<file path="config.mk">
export PLATFORM = sky130hd
export DESIGN_NAME = ahb_rr_burst_arbiter
export DESIGN_NICKNAME = d
export VERILOG_FILES = /design/src/rtl/ahb_rr_burst_arbiter.sv
export SDC_FILE = /design/constraint.sdc
export NUM_CORES = 1
export LEC_CHECK = 0
export BUFFER_PORTS_ARGS = -buffer_cell sky130_fd_sc_hd__buf_2
export CAP_MARGIN = 20
export CORE_MARGIN = 4
export CORE_UTILIZATION = 44
export DETAILED_ROUTE_END_ITERATION = 6
export MAX_ROUTING_LAYER = met4
export PLACE_DENSITY = 0.77
export SLEW_MARGIN = 30
export SYNTH_ARGS = -nofsm -noshare
export SYNTH_HDL_FRONTEND = slang
export SYNTH_SLANG_ARGS = --single-unit
</file>
<file path="constraint.sdc">
create_clock -name hclk_i -period 1.65 [get_ports hclk_i]
set_input_delay 0.0825 -clock hclk_i [delete_from_list [all_inputs] [get_ports hclk_i]]
set_output_delay 0.0825 -clock hclk_i [all_outputs]
set_load 0.005 [all_outputs]
</file>
<file path="src/rtl/ahb_rr_burst_arbiter.sv">
// ahb_rr_burst_arbiter
// Round-robin, burst-aware arbiter that shares one AHB slave port between
// MASTER_NUM masters. Once a master owns the port, its grant is held until
// one of three things happens: a SINGLE transfer completes, a fixed-length
// burst completes, or the owner ends an INCR stream (IDLE with its request
// dropped). Arbitration is repeated on the edge where that last beat
// completes.
//
// Ports
//   hclk_i     clock; all state updates on the rising edge
//   hreset_i   synchronous, active-high reset
//   hreq_i     per-master request
//   htrans_i   transfer type of the granted master (IDLE/BUSY/NONSEQ/SEQ)
//   hburst_i   burst type of the granted master
//   hready_i   slave ready; the current data phase completes this cycle
//   hgrant_o   registered one-hot grant; all zero when idle
//   hmaster_o  index of the granted master; 0 when idle
//   hsel_o     OR of hgrant_o
//   hlast_o    combinational; the last beat of a SINGLE or fixed burst
//              completes this cycle
module ahb_rr_burst_arbiter #(
  parameter int MASTER_NUM = 4,
  parameter int IDX_W      = $clog2(MASTER_NUM)
) (
  input  logic                  hclk_i,
  input  logic                  hreset_i,
  input  logic [MASTER_NUM-1:0] hreq_i,
  input  logic [1:0]            htrans_i,
  input  logic [2:0]            hburst_i,
  input  logic                  hready_i,
  output logic [MASTER_NUM-1:0] hgrant_o,
  output logic [IDX_W-1:0]      hmaster_o,
  output logic                  hsel_o,
  output logic                  hlast_o
);

  // state  | meaning
  // IDLE   | nobody granted
  // OWN    | granted, no burst in flight
  // BURST  | fixed-length burst in flight, counting beats
  // INCR   | undefined-length INCR stream in flight
  typedef enum logic [1:0] {ST_IDLE, ST_OWN, ST_BURST, ST_INCR} state_e;

  state_e                state_q, state_d;
  logic [MASTER_NUM-1:0] hgrant_q, hgrant_d;
  logic [IDX_W-1:0]      hmaster_q, hmaster_d;
  logic [IDX_W-1:0]      rr_ptr_q, rr_ptr_d;
  logic [3:0]            cnt_q, cnt_d;
  logic [3:0]            limit_q, limit_d;

  logic                  win_vld;
  logic [IDX_W-1:0]      win_idx;
  logic [IDX_W-1:0]      cand;
  logic                  owner_req;
  logic                  beat;
  logic                  nonseq_beat;
  logic                  rearb;
  logic                  last_beat;

  assign hgrant_o  = hgrant_q;
  assign hmaster_o = hmaster_q;
  assign hsel_o    = |hgrant_q;

  assign owner_req   = hreq_i[hmaster_q];
  assign beat        = hsel_o & hready_i & htrans_i[1];
  assign nonseq_beat = beat & (htrans_i == 2'b10);

  // The search starts just after the last winner, so the current owner is
  // always the lowest-priority candidate.
  always_comb begin
    win_vld = 1'b0;
    win_idx = '0;
    cand    = '0;
    for (int i = 1; i <= MASTER_NUM; i++) begin
      cand = IDX_W'((int'(rr_ptr_q) + i) % MASTER_NUM);
      if (!win_vld && hreq_i[cand]) begin
        win_vld = 1'b1;
        win_idx = cand;
      end
    end
  end

  always_comb begin
    state_d   = state_q;
    hgrant_d  = hgrant_q;
    hmaster_d = hmaster_q;
    rr_ptr_d  = rr_ptr_q;
    cnt_d     = cnt_q;
    limit_d   = limit_q;
    rearb     = 1'b0;
    last_beat = 1'b0;

    case (state_q)
      ST_IDLE: rearb = 1'b1;
      ST_OWN, ST_INCR: begin
        if (nonseq_beat) begin
          if (hburst_i == 3'b000) begin
            last_beat = 1'b1;
            rearb     = 1'b1;
          end else if (hburst_i == 3'b001) begin
            state_d = ST_INCR;
          end else begin
            // Store beats-1 so the terminal compare is a plain equality.
            case (hburst_i[2:1])
              2'b01:   limit_d = 4'd3;
              2'b10:   limit_d = 4'd7;
              default: limit_d = 4'd15;
            endcase
            cnt_d   = 4'd1;
            state_d = ST_BURST;
          end
        end else if (hready_i && htrans_i == 2'b00 && !owner_req) begin
          rearb = 1'b1;
        end
      end
      ST_BURST: begin
        if (beat) begin
          if (cnt_q == limit_q) begin
            last_beat = 1'b1;
            rearb     = 1'b1;
          end else begin
            cnt_d = cnt_q + 4'd1;
          end
        end
      end
      default: state_d = ST_IDLE;
    endcase

    if (rearb) begin
      cnt_d = '0;
      if (win_vld) begin
        hgrant_d          = '0;
        hgrant_d[win_idx] = 1'b1;
        hmaster_d         = win_idx;
        rr_ptr_d          = win_idx;
        state_d           = ST_OWN;
      end else begin
        hgrant_d  = '0;
        hmaster_d = '0;
        state_d   = ST_IDLE;
      end
    end
  end

  // A reset edge abandons whatever was in flight, so no completion is flagged.
  assign hlast_o = last_beat & ~hreset_i;

  always_ff @(posedge hclk_i) begin
    if (hreset_i) begin
      state_q   <= ST_IDLE;
      hgrant_q  <= '0;
      hmaster_q <= '0;
      rr_ptr_q  <= IDX_W'(MASTER_NUM - 1);
      cnt_q     <= '0;
      limit_q   <= '0;
    end else begin
      state_q   <= state_d;
      hgrant_q  <= hgrant_d;
      hmaster_q <= hmaster_d;
      rr_ptr_q  <= rr_ptr_d;
      cnt_q     <= cnt_d;
      limit_q   <= limit_d;
    end
  end

endmodule

</file>
# --- Word level (Yosys, flattened, before mapping) ---
# Cells that the tools add are included.
totals:
  out_inout_bits: 8
  ff_bits: 18
  input_bits: 12
op_classes:
  n_eq_ne: 14
  muxes: 43
  order_cmp: 7
  reduce_logical: 23
  add_sub_neg: 5
  bitwise_logic: 7
ops:
  columns: ["op", "count"]
  rows:
  - ["$mux W4", 6]
  - ["$lt A2 B3 Y1 const B", 6]
  - ["$mux W1", 18]
  - ["$mux W2", 9]
  - ["$pmux W4 S2", 2]
  - ["$ne A2 B2 Y1 const B", 6]
  - ["$bmux W1 S2", 5]
  - ["$eq A2 B2 Y1 const B", 4]
  - ["$logic_and A1 B1 Y1", 6]
  - ["$reduce_and A6 Y1", 1]
  - ["$reduce_bool A2 Y1", 3]
  - ["$add A2 B1 Y2 const B", 2]
  - ["$add A2 B2 Y2 const B", 2]
  - ["$add A4 B1 Y4 const B", 1]
  - ["$and A1 B1 Y1", 4]
  - ["$eq A2 B1 Y1 const B", 2]
  - ["$eq A4 B4 Y1", 1]
  - ["$logic_not A1 Y1", 4]
  - ["$logic_not A2 Y1", 2]
  - ["$reduce_and A4 Y1", 1]
  - ["$reduce_or A2 Y1", 2]
  - ["$reduce_or A4 Y1", 1]
  - ["$eq A3 B1 Y1 const B", 1]
  - ["$logic_not A3 Y1", 1]
  - ["other kinds (7)", 9]

# --- Logic depth before layout (Yosys ltp) ---
# Gate-level depths: netlist (run 1).
depth:
  ltp_word: 18
  mapped_depth: 6

# --- Worst setup path before layout (run 1) ---
# Ideal clock, no wire load.
synth_timing:
  path_kind: "reg2reg"
  startpoint: "register hmaster_q[0] (netlist: hmaster_o[0])"
  endpoint: "register rr_ptr_q[0]"
  period_less_slack_ns: 1.790
  arrival_time_ns: 1.668
  stages_incl_launch_ff: 5
  setup_slack_ns: -0.140
  n_path_buf: 0
  cell_sequence: "dfxtp_1 mux4_2 o311ai_4 nand3_2 a221o_1"
synth_between:
  elab_chain_cells: 8
synth_rtl:
  columns: ["element", "line_no", "text"]
  rows:
  - ["start, declared", "46", "logic [IDX_W-1:0] hmaster_q, hmaster_d;"]
  - ["start signal, assigned", "159", "hmaster_q <= hmaster_d;"]
  - ["$bmux W1 S2", "64", "assign owner_req = hreq_i[hmaster_q];"]
  - ["$mux W1 (implied by the code)", "64", null]
  - ["$logic_not A1 Y1", "112", "end else if (hready_i && htrans_i == 2'b00 && !owner_req) begin"]
  - ["$logic_and A1 B1 Y1", "112", null]
  - ["$mux W1", "112", null]
  - ["$mux W1", "96", "if (nonseq_beat) begin"]
  - ["$pmux W1 S3", "93", "case (state_q)"]
  - ["$reduce_and A2 Y1 (no line)", null, null]
  - ["end signal, assigned", "153", "rr_ptr_q <= IDX_W'(MASTER_NUM - 1);"]
  - ["end signal, assigned", "160", "rr_ptr_q <= rr_ptr_d;"]
  - ["end, declared", "47", "logic [IDX_W-1:0] rr_ptr_q, rr_ptr_d;"]
# Every way passes these cells. The select of a mux whose other input is x is not followed.
# A chain may end at the register's enable or synchronous reset.

# --- Worst setup path after layout (run 1) ---
layout_timing:
  startpoint: "register hgrant_q[2] (netlist: hgrant_o[2])"
  endpoint: "output hlast_o"
layout_between:
  elab_chain_cells: 7
  elab_cells_between_ends: 8
layout_rtl:
  columns: ["element", "line_no", "text"]
  rows:
  - ["start, declared", "45", "logic [MASTER_NUM-1:0] hgrant_q, hgrant_d;"]
  - ["start signal, assigned", "158", "hgrant_q <= hgrant_d;"]
  - ["$reduce_or A4 Y1 *", "62", "assign hsel_o = |hgrant_q;"]
  - ["$and A1 B1 Y1 * (2 in series)", "65", "assign beat = hsel_o & hready_i & htrans_i[1];"]
  - ["$and A1 B1 Y1", "66", "assign nonseq_beat = beat & (htrans_i == 2'b10);"]
  - ["$mux W1", "96", null]
  - ["$pmux W1 S2 *", "93", null]
  - ["$and A1 B1 Y1 *", "146", "assign hlast_o = last_beat & ~hreset_i;"]
  - ["end, declared", "34", "output logic hlast_o"]
# Every way passes the cells marked *; elsewhere a longest branch is shown, timed or not.

==> metrics, run 1 <==
mapped cell area=1002 sq um; Final Power=0.9416 mW; top_reg_cell synth=dfxtp_1; fin. max-slew vios=0; MaxCap Viol Count=0; H-tree depth=1; Die X=55.73 um; fin nets=173; # DRC=0; P_leak=0.5725 nW; clock slew at reported path FFs=0.10 ns; height of the die=55.73 um; pwr/cell area=679.8 nW/um^2; I/O pin count=20; Tightest Hold Check Type=input pin to flop; synth warn=0; vias per cell=6.016; final clock period utilization by the worst path=114.9%; Setup CP Type=flop to output pin; pre-CTS setup slack=-0.08953 ns; largest area contributor in the netlist=dfxtp_1; Yosys top cell area share=33.96%; CTS sink count=17; CORE AREA=2191 sq um; Yosys cell types=44; Worst Max-Slew Pin Slew=1.108 ns; CP Max Fanout=3; ys async rst share=0%; startpoint types=flop; CTS max path bufs=2; first-pass GRT wire length=4767 um; Avg Cell Area, Syn=8.715 sq um; DP HPWL=2051 um; Tot GR Track Use=19.51%; Post-CTS Hold Fix Bufs=0; row cnt=17; routed len/inst=15.64 um; Clock Latency Late Sink=0.30 ns; Worst Path Arrival=1.81 ns; top cells by count, synth=dfxtp_1 (17), o21ai_0 (11), a21oi_1 (10); largest net degree at the start of global routing=18; Initial Utilization=45.75%; global route overflow=0; Mapped Cells=115; layout cells sized above 1=39.87%; number of synthesized register bits=17; final setup margin=-0.2456 ns; CTS tree=built; placed instance area=1245 sq um; drt initial violations=29; Setup violations, final=15; synth top area cells=dfxtp_1 (34%), o21ai_0 (5.5%), a21oi_1 (5.0%); top-count cell post-synth=dfxtp_1; Total Wirelength=2909 um; register area share after synthesis=33.96%; WP data required=1.57 ns; setup repair after global routing missed its margin=true; failing checks=setup timing; diode count=0; fin crit period=1.896 ns; Setup Skew=0.004390 ns; area delta synth->final=38.20%; gp weighted congestion=0.8176; Post-synth EDFFs=0; Fillers=173; CTS buffer count=3; initial antenna violation count=0; IO buf count=19; status=complete, but fails checks; die area=3105 sq um; final core occ=63.22%; Worst slew margin=25.21%; peak supply drop=0.5100 mV; via total after detailed routing=1119; top achievable clock speed=527.5 MHz; Detail Route Antenna Nets=0; Root Driver=clkbuf_4; vias in the first global route=1124; Finished Cell Area=1385 sq um; Pre-antenna DRT Iters=4; CP endpoint kind=output pin; Post-Route Setup TNS=-1.798 ns; syn nets=129; Final Hold Vio Count=0
==> power breakdown <==
part | leakage (nW) | internal [mW] | switching (mW)
clock network | 0.0177 | 0.0904 | 0.134
logic | 0.415 | 0.130 | 0.139
registers | 0.140 | 0.432 | 0.0160
total | 0.573 | 0.652 | 0.289
==> cell usage in the layout (no fill, tap or decap), types with 5 or more instances in the layout <==
master | netlist | routed
dfxtp_1 | 17 | 15
buf_4 | 1 | 20
nor2b_1 | 5 | 5
nor3_1 | 5 | 5
nand4_1 | 5 | 5
a21oi_1 | 10 | 9
buf_2 | 1 | 19
o21ai_0 | 11 | 5
nor2_1 | 8 | 8
==> cell type report <==
type	count	area [sq um]	share of cell area, %
clock buffers	3	22.52	1.626
clock inverters	1	5.005	0.3613
inverters	4	15.01	1.084
multi-input cells	92	696.9	50.32
flip-flops and latches	17	342.8	24.75
well taps	28	35.03	2.529
repair buffers	41	267.8	19.33
==> cells by family after synthesis <==
group | count (synthesis) | share of synthesized area, %
and+or+nand+nor | 45 | 26.59
adders and majority gates | 2 | 2.496
AOI/OAI and AO/OA | 40 | 28.84
xor gates and xnor gates | 2 | 1.748
DFF | 17 | 33.96
buffers and inverters | 7 | 3.120
muxes | 2 | 3.246
==> layer usage <==
metal  GRT usage [%]  routed length (um)  share of wire (%)  vias to the layer above
met1           20.34                1116                 38                      535
met2           35.81                1567                 54                       42
met5               -                   0                  0                        -
li1                -                   -                  -                      529
met4           9.722                 107                3.7                        0
met3           2.320                 117                4.0                       13
==> through the flow <==
| stage | hold slack (ns) | std cells |
|---|---|---|
| 2_1_floorplan | 0.2984 | 115 |
| 3_3_place_gp | 0.4396 | 176 |
| 3_5_place_dp | 0.4558 | 176 |
| 4_1_cts | 0.1434 | 183 |
| 5_1_grt | 0.1450 | 186 |
| 6_report | 0.1609 | 186 |
==> state kept, by name, summed over array words and instances (netlist names) <==
signal,count
cnt_q,4
hgrant_o,4
limit_q,3
hmaster_o,2
rr_ptr_q,2
state_q,2
==> critical path: stages (launching register included) <==
cell and delay [ns]:
dfxtp_2 0.34, o41a_1 0.46, buf_4 0.16, and3b_1 0.18, a32oi_1 0.19, nor2_1 0.06
buf_2 0.14
==> path summary, 6_finish.rpt <==
| kind | to | slack [ns] | start | depth (start not counted) |
|---|---|---|---|---|
| setup / recovery | hlast_o | -0.25 | hgrant_o[2]$_SDFFE_PP0P_ | 6 |
| hold / removal | limit_q[2]$_SDFFE_PP0P_ | 0.16 | hreset_i | 2 |
| setup reg to reg | cnt_q[3]$_SDFFE_PP0P_ | -0.15 | hmaster_o[0]$_SDFFE_PP0P_ | 5 |
| hold reg to reg | limit_q[1]$_SDFFE_PP0P_ | 0.47 | limit_q[1]$_SDFFE_PP0P_ | 2 |
==> timing repair <==
action / 4_1_cts / 5_1_grt
buffers inserted: 2 / 3
pin swaps: 9 / 6
cloned: 1 / 0
setup endpoints to repair: 15 / 16
gates resized for setup: 7 / 12
Note: power is estimated with default switching activity, not from simulation.
==> run 2: changes to the inputs <==
--- a/config.mk
+++ b/config.mk
@@ -5,14 +5,14 @@
 export SDC_FILE = /design/constraint.sdc
 export NUM_CORES = 1
 export LEC_CHECK = 0
+export ABC_CLOCK_PERIOD_IN_PS = 1900
 export BUFFER_PORTS_ARGS = -buffer_cell sky130_fd_sc_hd__buf_2
 export CAP_MARGIN = 20
 export CORE_MARGIN = 4
 export CORE_UTILIZATION = 44
 export DETAILED_ROUTE_END_ITERATION = 6
 export MAX_ROUTING_LAYER = met4
-export PLACE_DENSITY = 0.77
-export SLEW_MARGIN = 30
+export PLACE_DENSITY = 0.74
 export SYNTH_ARGS = -nofsm -noshare
 export SYNTH_HDL_FRONTEND = slang
 export SYNTH_SLANG_ARGS = --single-unit
==> constraint.sdc (replaced) <==
create_clock -name hclk_i -period 1.9 [get_ports hclk_i]
set_input_delay 0.095 -clock hclk_i [delete_from_list [all_inputs] [get_ports hclk_i]]
set_output_delay 0.095 -clock hclk_i [all_outputs]
set_load 0.005 [all_outputs]
==> metrics, run 2 (synthesis results as in run 1) <==
final core occ=55.28% (was 63.22%); CTS sink count=17 (unchanged); first-pass GRT wire length=3870 um (was 4767 um); P_leak=0.4782 nW (was 0.5725 nW); Tot GR Track Use=16.26% (was 19.51%); Worst Max-Slew Pin Slew=0.7366 ns (was 1.108 ns); CP endpoint kind=output pin (unchanged); drt initial violations=24 (was 29); CP Max Fanout=4 (was 3); vias per cell=5.824 (was 6.016); initial antenna violation count=0 (unchanged); WP data required=1.80 ns (was 1.57 ns); pwr/cell area=633.9 nW/um^2 (was 679.8 nW/um^2); Comb power frac=22.5% (was 28.6%); CORE AREA=2191 sq um (unchanged); Worst Path Arrival=1.72 ns (was 1.81 ns); gp weighted congestion=0.8098 (was 0.8176); routed len/inst=14.01 um (was 15.64 um); Switch Pwr=0.2300 mW (was 0.2892 mW); via total after detailed routing=990 (was 1119); diode count=0 (unchanged); Tightest Hold Check Type=input pin to flop (unchanged); commonest non-fill, non-tap cell in the layout=buf_2 (was buf_4); Fillers=207 (was 173); sequential share of power=51.3% (was 47.6%); Setup Skew=0.01082 ns (was 0.004390 ns); layout cells sized above 1=29.58% (was 39.87%); CTS buffer count=3 (unchanged); Clock Latency Late Sink=0.30 ns (about the same); startpoint types=flop (unchanged); setup slack, reg-to-reg=0.09 ns (was -0.15 ns); top achievable clock speed=551.0 MHz; status=finished clean (was complete, but fails checks); die area=3105 sq um (unchanged); global route overflow=0 (unchanged); area delta synth->final=20.85% (was 38.20%); # DRC=0 (unchanged); CTS tree=built (unchanged); Pre-antenna DRT Iters=4 (unchanged); I/O pin count=20 (unchanged); placed instance area=1154 sq um (was 1245 sq um); final clock period utilization by the worst path=95.52%; Die X=55.73 um (unchanged); Final Hold Vio Count=0 (unchanged); Total Wirelength=2381 um (was 2909 um); fin. max-slew vios=0 (unchanged); largest net degree at the start of global routing=18 (unchanged); switch share=29.95% (was 30.71%); H-tree depth=1 (unchanged); fin crit period=1.815 ns; vias in the first global route=838 (was 1124); Setup CP Type=flop to output pin (unchanged); DP HPWL=1794 um (was 2051 um); fin nets=157 (was 173); Root Driver=clkbuf_4 (unchanged); MaxCap Viol Count=0 (unchanged); Setup violations, final=0 (was 15); Pint=0.5378 mW (was 0.6524 mW); peak supply drop=0.3220 mV (was 0.5100 mV); Finished Cell Area=1211 sq um (was 1385 sq um); Clock power frac=26.2% (was 23.8%); Worst Hold Path Cells=2 (unchanged); Worst slew margin=50.27% (was 25.21%); Detail Route Antenna Nets=0 (unchanged); row cnt=17 (unchanged); IO buf count=19 (unchanged); clock slew at reported path FFs=0.11 ns (was 0.10 ns); most frequent cells in the layout=buf_2 (19), dfxtp_1 (15), a21oi_1 (10), o21ai_0 (10), nor2_1 (7) (was buf_4 (20), buf_2 (19), dfxtp_1 (15)); Initial Utilization=45.75% (unchanged); r2r worst-path depth=4 (was 5); CTS max path bufs=2 (unchanged); height of the die=55.73 um (unchanged)
==> run 2: routing by layer <==
layer  part of all wire, %  global-route usage (%)  up-vias
li1                      -                       -      499
met3                   3.9                   3.480        4
met2                    49                   26.01       23
met4                  0.88                   7.292        0
met5                     0                       -        -
met1                    46                   19.55      464
==> run 2: per-stage QoR <==
| step | power (mW) | instances | hold WS [ns] | TNS (ns) | worst slack, ns |
|---|---|---|---|---|---|
| 6_report | 0.7678 | 170 | 0.1543 | 0 | 0.08520 |
| 5_1_grt | 0.8097 | 170 | 0.1588 | -0.001484 | -0.001484 |
| 4_1_cts | 0.7627 | 169 | 0.1429 | 0 | 0.08329 |
| 3_5_place_dp | 0.5621 | 164 | 0.4570 | 0 | 0.1141 |
| 3_3_place_gp | 0.5583 | 164 | 0.4547 | 0 | 0.1719 |
| 2_1_floorplan | 0.5032 | 115 | 0.3109 | 0 | 0.1103 |
==> run 2: critical path: stages, from the launching register on <==
cell	delay (ns)
dfxtp_2	0.35
o41a_1	0.48
nand2_2	0.12
buf_6	0.10
nor2_2	0.03
a32oi_1	0.15
nor2_1	0.06
buf_2	0.13
==> run 2: worst paths after layout <==
path	start	end
setup reg to reg	hmaster_o[0]$_SDFFE_PP0P_	cnt_q[3]$_SDFFE_PP0P_
setup / recovery	hgrant_o[0]$_SDFFE_PP0P_	hlast_o
hold / removal	hreset_i	limit_q[2]$_SDFFE_PP0P_
hold reg to reg	limit_q[1]$_SDFFE_PP0P_	limit_q[1]$_SDFFE_PP0P_
==> run 2: layout make-up <==
type                       count  area, sq um  share of cell area [%]
timing repair buffer          26        151.4                   12.50
inverter                       4        15.01                   1.240
sequential                    17        342.8                   28.31
multi-input combinational     91        640.6                   52.89
tap                           28        35.03                   2.893
clock buffer                   4        26.28                   2.169
==> run 2: timing repair <==
item / in CTS / in global routing
hold buffers: 0 / 0
buffers inserted: 1 / 1
setup endpoints to repair: 1 / 5
pin swaps: 1 / 4
resized for setup: 1 / 6
==> run 2: power groups by stage <==
stage / logic [mW] / clock network, mW / registers, mW
2_1_floorplan: 0.106 / 0 / 0.398
3_3_place_gp: 0.159 / 0 / 0.399
3_5_place_dp: 0.162 / 0 / 0.400
4_1_cts: 0.166 / 0.204 / 0.392
5_1_grt: 0.189 / 0.224 / 0.396
6_report: 0.173 / 0.201 / 0.394
==> run 3: changes to the inputs <==
--- a/config.mk
+++ b/config.mk
@@ -13,6 +13,7 @@
 export DETAILED_ROUTE_END_ITERATION = 6
 export MAX_ROUTING_LAYER = met4
 export PLACE_DENSITY = 0.74
+export SETUP_SLACK_MARGIN = 0.3
 export SYNTH_ARGS = -nofsm -noshare
 export SYNTH_HDL_FRONTEND = slang
 export SYNTH_SLANG_ARGS = --single-unit
==> metrics, run 3 (synthesis results as in run 1) <==
vias per cell=6.055 (was 5.824); die area=3105 sq um (unchanged); CTS buffer count=3 (unchanged); CP endpoint kind=output pin (unchanged); status=finished clean (unchanged); Post-CTS Hold Fix Bufs=0 (unchanged); diode count=0 (unchanged); Worst Path Arrival=1.78 ns (was 1.72 ns); Clock Latency Late Sink=0.30 ns (about the same); setup repair after global routing missed its margin=true; area delta synth->final=42.82% (was 20.85%); largest net degree at the start of global routing=18 (unchanged); P_leak=0.5636 nW (was 0.4782 nW); Worst slew margin=38.80% (was 50.27%); critical path launch point=hgrant_o[3]$_SDFFE_PP0P_ (was hgrant_o[0]$_SDFFE_PP0P_); Pre-antenna DRT Iters=4 (unchanged); fin crit period=1.873 ns (was 1.815 ns); vias in the first global route=1113 (was 838); height of the die=55.73 um (unchanged); global route overflow=0 (unchanged); drt initial violations=42 (was 24); WP data required=1.80 ns (about the same); Fillers=169 (was 207); hold slack=0.1626 ns (was 0.1543 ns); first-pass GRT wire length=4740 um (was 3870 um); r2r worst-path depth=7 (was 4); Initial Utilization=45.75% (unchanged); Detail Route Antenna Nets=0 (unchanged); Final Power=0.8160 mW (was 0.7678 mW); worst r2r src=hgrant_o[3]$_SDFFE_PP0P_ (was hmaster_o[0]$_SDFFE_PP0P_); row cnt=17 (unchanged); Multi-input gate area=734.5 sq um (was 640.6 sq um); top achievable clock speed=533.8 MHz (was 551.0 MHz); # DRC=0 (unchanged); Setup violations, final=0 (unchanged); I/O pin count=20 (unchanged); MaxCap Viol Count=0 (unchanged); Final Hold Vio Count=0 (unchanged); DP HPWL=1866 um (was 1794 um); Setup CP Type=flop to output pin (unchanged); clock slew at reported path FFs=0.11 ns (about the same); CP Capture Point=hlast_o (unchanged); layout cells sized above 1=48.39% (was 29.58%); most frequent cells in the layout=buf_2 (19), buf_4 (15), a21oi_1 (9), dfxtp_1 (9), nor2_1 (7) (was buf_2 (19), dfxtp_1 (15), a21oi_1 (10), o21ai_0 (10), nor2_1 (7)); H-tree depth=1 (unchanged); commonest non-fill, non-tap cell in the layout=buf_2 (unchanged); Post-Route Setup TNS=0 ns (unchanged); IO buf count=19 (unchanged); CORE AREA=2191 sq um (unchanged); fin nets=170 (was 157); Reg area=355.3 sq um (was 342.8 sq um); initial antenna violation count=0 (unchanged); r2r endpoint=cnt_q[2]$_SDFFE_PP0P_ (was cnt_q[3]$_SDFFE_PP0P_); CTS sink count=17 (unchanged); Total Wirelength=2955 um (was 2381 um); startpoint types=flop (unchanged); setup slack, reg-to-reg=0.11 ns (was 0.09 ns); gp weighted congestion=0.7918 (was 0.8098); Worst Max-Slew Pin Slew=0.9065 ns (was 0.7366 ns); Setup Skew=0.01290 ns (was 0.01082 ns); CTS tree=built (unchanged); peak supply drop=0.6034 mV (was 0.3220 mV); placed instance area=1147 sq um (was 1154 sq um); fin. max-slew vios=0 (unchanged); pwr/cell area=570.1 nW/um^2 (was 633.9 nW/um^2); Tightest Hold Check Type=input pin to flop (unchanged); final clock period utilization by the worst path=98.60% (was 95.52%); Finished Cell Area=1431 sq um (was 1211 sq um); Tot GR Track Use=19.31% (was 16.26%); CTS max path bufs=2 (unchanged); routed len/inst=16.15 um (was 14.01 um); Root Driver=clkbuf_4 (unchanged); final core occ=65.33% (was 55.28%); via total after detailed routing=1108 (was 990); CP Max Fanout=4 (unchanged); Die X=55.73 um (unchanged)
## run 3: changes by cell type in the layout (fill, tap and decap cells not counted), sizes merged
cell / delta
buf: +13
clkbuf: -1
clkinv: +1
## run 3: cell type report
class                           instances  share of cell area (%)
Clock buffer                            3                   1.573
Tap cell                               28                   2.448
Sequential cell                        17                   24.83
Multi-Input combinational cell         91                   51.31
Timing Repair Buffer                   39                   18.44
Inverter                                4                   1.049
Clock inverter                          1                  0.3497
## run 3: how the worst min path moves through the flow
stage,cells past startpoint,start,end
final,2,hreset_i,limit_q[3]$_SDFFE_PP0P_
after detailed placement,2,limit_q[1]$_SDFFE_PP0P_,limit_q[1]$_SDFFE_PP0P_
after global routing,2,hreset_i,limit_q[3]$_SDFFE_PP0P_
after CTS,2,hreset_i,limit_q[2]$_SDFFE_PP0P_
after global placement,2,limit_q[1]$_SDFFE_PP0P_,limit_q[1]$_SDFFE_PP0P_
after floorplan,2,hreset_i,cnt_q[1]$_SDFFE_PP0P_
## run 3: worst max-delay path: stages (launching register included)
cell and delay (ns):
dfxtp_4 0.36, o41a_1 0.49, nand2_2 0.12, buf_6 0.11
nor2_4 0.03, a32oi_1 0.17, nor2_1 0.07, buf_2 0.13
## run 3: stage by stage
stage	cells	worst slack (ns)
2_1_floorplan	115	0.1475
3_3_place_gp	163	0.1397
3_5_place_dp	163	0.08699
4_1_cts	174	0.08817
5_1_grt	183	-0.03542
6_report	183	0.02669
## run 3: report_power, final
group | switching [mW] | internal, mW
Combinational | 0.115 | 0.108
Clock | 0.121 | 0.0784
Sequential | 0.0183 | 0.374
Total | 0.255 | 0.561
## run 3: layer usage
| metal | wire [um] | global-route usage, % | up-vias | share of wire, % |
|---|---|---|---|---|
| met1 | 1128 | 20.48 | 512 | 38 |
| li1 | - | - | 528 | - |
| met2 | 1567 | 32.77 | 53 | 53 |
| met3 | 134 | 3.480 | 15 | 4.5 |
| met4 | 125 | 12.50 | 0 | 4.2 |
| met5 | 0 | - | - | 0 |
## run 3: timing repair
item | CTS | global route
endpoints found under the setup margin | 15 | 15
pin swaps | 24 | 15
hold endpoints to repair | 0 | 0
gates resized for setup | 24 | 18
setup buffers | 7 | 9
